**src/rtl/dom1_rnd_sched.sv**
```systemverilog
// Round scheduler and fresh-randomness FIFO for the DOM1 Skinny TBC datapath.
// Optional macro DOM1_RNDSCHED_STALLCNT_EN adds a saturating stall_cnt output.
//
// state | meaning
// IDLE  | waiting for start; FIFO may prefetch
// RUN   | one round per cycle while a fresh word is buffered
// FIN   | one-cycle done pulse, then back to IDLE
module dom1_rnd_sched #(
    parameter int RW     = 48,
    parameter int DEPTH  = 4,
    parameter int ROUNDS = 40
) (
    input  logic          clk,
    input  logic          rst,
    input  logic [RW-1:0] rdi_data,
    input  logic          rdi_valid,
    output logic          rdi_ready,
    input  logic          start,
    input  logic          abort,
    output logic          busy,
    output logic          tbcen,
    output logic [RW-1:0] rnd,
    output logic [5:0]    rnd_cnst,
    output logic          done
`ifdef DOM1_RNDSCHED_STALLCNT_EN
    ,
    output logic [15:0]   stall_cnt
`endif
);

    localparam int AW = $clog2(DEPTH);
    localparam int CW = $clog2(ROUNDS);

    typedef enum logic [1:0] {
        S_IDLE,
        S_RUN,
        S_FIN
    } state_t;

    state_t          state, state_nxt;
    logic [RW-1:0]   mem [DEPTH];
    logic [AW-1:0]   wr_ptr, rd_ptr;
    logic [AW:0]     count, count_nxt;
    logic            full_q;
    logic            empty;
    logic            push, pop;
    logic [CW-1:0]   round_cnt;
    logic [5:0]      rc;
    logic            last_round;

    assign empty      = (count == '0);
    assign rdi_ready  = !full_q;
    // A full FIFO refuses pushes even when a pop frees a slot this cycle.
    assign push       = rdi_valid && !full_q;
    assign pop        = tbcen;
    assign last_round = (round_cnt == CW'(ROUNDS - 1));

    always_comb begin
        count_nxt = count;
        unique case ({push, pop})
            2'b10:   count_nxt = count + (AW+1)'(1);
            2'b01:   count_nxt = count - (AW+1)'(1);
            default: count_nxt = count;
        endcase
    end

    always_ff @(posedge clk or negedge rst) begin
        if (!rst) begin
            wr_ptr <= '0;
            rd_ptr <= '0;
            count  <= '0;
            full_q <= 1'b0;
        end else begin
            if (push) wr_ptr <= wr_ptr + AW'(1);
            if (pop)  rd_ptr <= rd_ptr + AW'(1);
            count  <= count_nxt;
            full_q <= (count_nxt == (AW+1)'(DEPTH));
        end
    end

    always_ff @(posedge clk) begin
        if (push) mem[wr_ptr] <= rdi_data;
    end

    always_ff @(posedge clk or negedge rst) begin
        if (!rst) state <= S_IDLE;
        else      state <= state_nxt;
    end

    always_comb begin
        state_nxt = state;
        busy      = 1'b0;
        tbcen     = 1'b0;
        done      = 1'b0;
        unique case (state)
            S_IDLE: begin
                if (start) state_nxt = S_RUN;
            end
            S_RUN: begin
                busy = 1'b1;
                if (abort) begin
                    state_nxt = S_IDLE;
                end else if (!empty) begin
                    tbcen = 1'b1;
                    if (last_round) state_nxt = S_FIN;
                end
            end
            S_FIN: begin
                busy      = 1'b1;
                done      = !abort;
                state_nxt = S_IDLE;
            end
            default: state_nxt = S_IDLE;
        endcase
    end

    // Counter and constant only advance on an actual round; stalls freeze them.
    always_ff @(posedge clk or negedge rst) begin
        if (!rst) begin
            round_cnt <= '0;
            rc        <= 6'h01;
        end else if (state != S_RUN || abort) begin
            round_cnt <= '0;
            rc        <= 6'h01;
        end else if (tbcen) begin
            round_cnt <= round_cnt + CW'(1);
            rc        <= {rc[4:0], rc[5] ^ rc[4] ^ 1'b1};
        end
    end

    assign rnd_cnst = rc;
    assign rnd      = tbcen ? mem[rd_ptr] : '0;

`ifdef DOM1_RNDSCHED_STALLCNT_EN
    always_ff @(posedge clk or negedge rst) begin
        if (!rst) begin
            stall_cnt <= '0;
        end else if (state == S_IDLE && start) begin
            stall_cnt <= '0;
        end else if (state == S_RUN && empty && stall_cnt != 16'hFFFF) begin
            stall_cnt <= stall_cnt + 16'd1;
        end
    end
`endif

endmodule

```
**config.mk**
```make
export PLATFORM = sky130hd
export DESIGN_NAME = dom1_rnd_sched
export DESIGN_NICKNAME = d
export VERILOG_FILES = /design/src/rtl/dom1_rnd_sched.sv
export SDC_FILE = /design/constraint.sdc
export NUM_CORES = 1
export LEC_CHECK = 0
export BUFFER_PORTS_ARGS = -buffer_cell sky130_fd_sc_hd__buf_2
export CAP_MARGIN = 20
export CORE_ASPECT_RATIO = 0.6
export CORE_MARGIN = 8
export CORE_UTILIZATION = 54
export CTS_BUF_LIST = sky130_fd_sc_hd__clkbuf_2 sky130_fd_sc_hd__clkbuf_4 sky130_fd_sc_hd__clkbuf_8
export DETAILED_ROUTE_END_ITERATION = 8
export PLACE_DENSITY = 0.83
export SYNTH_ARGS = -nofsm -noshare
export SYNTH_HDL_FRONTEND = slang
export SYNTH_SLANG_ARGS = --single-unit
```
**constraint.sdc**
```tcl
create_clock -name clk -period 2.47 [get_ports clk]
set_clock_uncertainty 0.1 [all_clocks]
set_input_delay 0.494 -clock clk [delete_from_list [all_inputs] [get_ports clk]]
set_output_delay 0.494 -clock clk [all_outputs]
set_load 0.01 [all_outputs]
```
==> run metrics <==
status finished, violations left; failing checks setup timing; Critical Path Source Type flop; Ys Warns 0; Clk pwr share 0.223; Peak supply drop ~0.65 mV; Slew @ Worst Pin approximately 500 ps; Syn Nets between 400 and 500; CTS tree built; CTS H-tree lvls 1; Sink Count 214; CTS Buffer Depth 3; sequential group share of total power 0.437; Clock Latency Late Sink 520 ps; Via density roughly 5.8; Final WS setup -238 ps; unrepaired setup endpoints after global routing yes; Mapped Cells 428; Final Hold Fails 0; critical path class flop to output pin; combinational share of power 0.341; syn avg cell area a little under 20 µm²; Netlist cell types 39; Die Y about 110 µm; Overall Global Routing Usage 0.172; # DRC 0; wire per inst between 20 and 25 µm; CP arrival approximately 2100 ps; drt pass-1 iters 5; Nets 635; Synth Register Bits 214; Antenna Violating Nets Remaining 0; Ports 111; Pint between 7 and 8 mW; die area between 0.02 and 0.025 mm²; total power draw around 11 mW; post-route minimum period 2710 ps; Post-Route Setup TNS -9140 ps; HPWL after DPL ~11,000 µm; achievable frequency approximately 0.37 GHz; Final setup violation count 48; Die Wd 178 µm; net switching power between 3 and 4 mW; clk slew on worst S/H paths about 70 ps; core box area 0.0153 mm²; final WL approximately 17,000 µm; Final Cycle Share 1.10; starting density of the core 0.552; initial antenna violation count 2; WP data required 1880 ps; critical path fanouts, max 5; critical path capture point type output pin; fraction of layout cells with a size suffix above 1 0.481; number of global-route vias before repair about 4,900; Initial DRC Count between 400 and 500; worst rel slew slack 0.662; site row count 35; total grt overflow 0; Static Leakage around 3.8 nW; max-cap violations 0; power per standard cell area 1080 mW/mm²; first-pass GRT wire length roughly 27,000 µm; via count 4,589; Seq/Total Area, Yosys 0.747; worst min path class input port to flop; GP Congestion between 0.7 and 0.8; Layout area overhead 24.5%; Cell Area, Synth roughly 0.0085 mm²; largest net degree at the start of global routing between 40 and 50; Root Buffer clkbuf_8; Pins Over Slew Limit 0; port bufs 110; CTS buffer count 29; switching share of power 0.294
## routing by layer
| layer | global-route usage | wire length, µm | part of all wire |
|---|---|---|---|
| met5 | 0 | 23 | 0.0013 |
| met4 | 0.0293 | 242 | 0.014 |
| met3 | 0.0542 | 1670 | 0.096 |
| met2 | 0.263 | 7900 | 0.45 |
| met1 | 0.243 | 7540 | 0.43 |
## metrics by stage
stage | utilization | setup WS, ps | instance area (µm²) | hold slack, ps | std cells
2_1_floorplan | - | 63.9 | 8460 | 98.4 | 428
3_3_place_gp | 0.612 | 73.1 | 9380 | 374 | 738
3_5_place_dp | 0.612 | -101 | 9380 | 391 | 738
4_1_cts | 0.673 | -244 | 10300 | 47.0 | 795
5_1_grt | 0.687 | -308 | 10500 | 47.9 | 797
6_report | 0.687 | -238 | 10500 | 82.1 | 798
## critical path, stage by stage (launching register included)
cell     delay (ps)
dfrtp_4         530
buf_4           150
buf_6           110
mux4_2          490
and3_4          190
buf_2           130
## area by class of cell
class / instances / area [µm²]
flip-flops and latches: 214 / 6320
well taps: 203 / 254
clock inverters: 17 / 93.8
clock buffers: 36 / 452
fillers: 946 / 4800
inverters: 11 / 41.3
diodes: 1 / 2.50
multi-input cells: 178 / 2200
repair buffers: 138 / 1160
## cells in the mapped netlist, drive strengths merged
| library cell | n | area share |
|---|---|---|
| or2 | 1 | 0.00074 |
| or3b | 1 | 0.0010 |
| ha | 9 | 0.013 |
| or3 | 3 | 0.0022 |
| buf | 13 | 0.014 |
| o21ai | 4 | 0.0024 |
| o211ai | 1 | 0.00089 |
| inv | 11 | 0.0049 |
| o311a | 1 | 0.0012 |
| nor2 | 5 | 0.0022 |
| mux4 | 48 | 0.13 |
| nand3 | 2 | 0.0012 |
| nor2b | 3 | 0.0022 |
| dfstp | 1 | 0.0031 |
| xnor2 | 4 | 0.0041 |
| nor3b | 1 | 0.00089 |
| xor2 | 4 | 0.0041 |
| a211oi | 2 | 0.0018 |
| clkbuf | 12 | 0.0053 |
| a21oi | 9 | 0.0053 |
| edfxtp | 192 | 0.68 |
| dfrtp | 21 | 0.062 |
| or4 | 1 | 0.00089 |
| o31ai | 2 | 0.0018 |
| fa | 1 | 0.0024 |
| o221ai | 1 | 0.0010 |
| nor3 | 1 | 0.00059 |
| a311oi | 1 | 0.0010 |
| a31o | 1 | 0.0010 |
| nand2b | 2 | 0.0015 |
| a31oi | 1 | 0.00074 |
| nand2 | 17 | 0.0075 |
| and2 | 4 | 0.0030 |
| and3 | 48 | 0.036 |
## worst paths after layout
check                           slack (ps)         from  depth (start not counted)            to
worst max-delay path                  -240    rd_ptr[0]                          5       rnd[39]
worst min-delay path                    80  rdi_data[6]                          1     mem[1][6]
worst max register to register          90     state[1]                         10        full_q
worst min register to register         430  rnd_cnst[0]                          2   rnd_cnst[1]
max in group asynchronous             1510          rst                          2     rd_ptr[0]
min in group asynchronous              370          rst                          2  round_cnt[4]
## repair_timing
action | in CTS | in global routing
gates cloned | 1 | 1
hold buffers | 1 | 0
pin swaps | 3 | 2
buffers inserted | 2 | 1
hold endpoints to repair | 21 | 0
endpoints found under the setup margin | 49 | 49
resized for setup | 63 | 34
## cells by family (layout without fill, tap and decap cells)
group	count (synthesis)	after routing	synth area share
AO/OA/AOI/OAI	23	23	0.0172
adder cells (fa/ha/maj)	10	10	0.0157
other	0	1	0
flip-flops	214	214	0.747
XOR/XNOR	8	8	0.00829
AND/OR/NAND/NOR	89	89	0.0595
buffers and inverters	36	202	0.0241
multiplexers	48	48	0.128
## power groups by stage
| stage | clock (mW) | combinational (mW) | sequential [mW] |
|---|---|---|---|
| floorplan | 0 | 2.25 | 4.89 |
| global placement | 0 | 3.12 | 4.95 |
| detailed placement | 0 | 3.21 | 5.01 |
| CTS | 2.59 | 3.70 | 4.93 |
| global route | 2.73 | 4.16 | 5.00 |
| finish | 2.52 | 3.86 | 4.94 |
## layout by cell type, fill, tap and decap left out, types with 2 or more instances in the layout
cell | synthesis | routed
buf_6 | 2 | 40
clkbuf_4 | 0 | 7
o31ai_1 | 2 | 2
buf_12 | 0 | 9
clkbuf_8 | 0 | 29
inv_1 | 11 | 10
ha_1 | 9 | 7
dfrtp_1 | 21 | 17
mux4_2 | 48 | 48
dfrtp_2 | 0 | 3
and3_4 | 0 | 42
and2_2 | 0 | 4
and3_1 | 48 | 6
xor2_1 | 4 | 4
buf_4 | 1 | 14
a21oi_1 | 9 | 9
clkinv_2 | 0 | 3
nor2b_1 | 3 | 2
nand2_1 | 17 | 17
xnor2_1 | 4 | 4
nand3_1 | 2 | 2
or3_4 | 0 | 2
clkinv_1 | 0 | 13
nor2_1 | 5 | 4
o21ai_0 | 3 | 3
edfxtp_1 | 192 | 192
buf_2 | 4 | 72
## flip-flops by register name (all words and copies together) (netlist names)
name / count
count: 3
full_q: 1
mem: 192
rd_ptr: 2
rnd_cnst: 6
round_cnt: 6
state: 2
wr_ptr: 2
(Power assumes the default switching activity.)
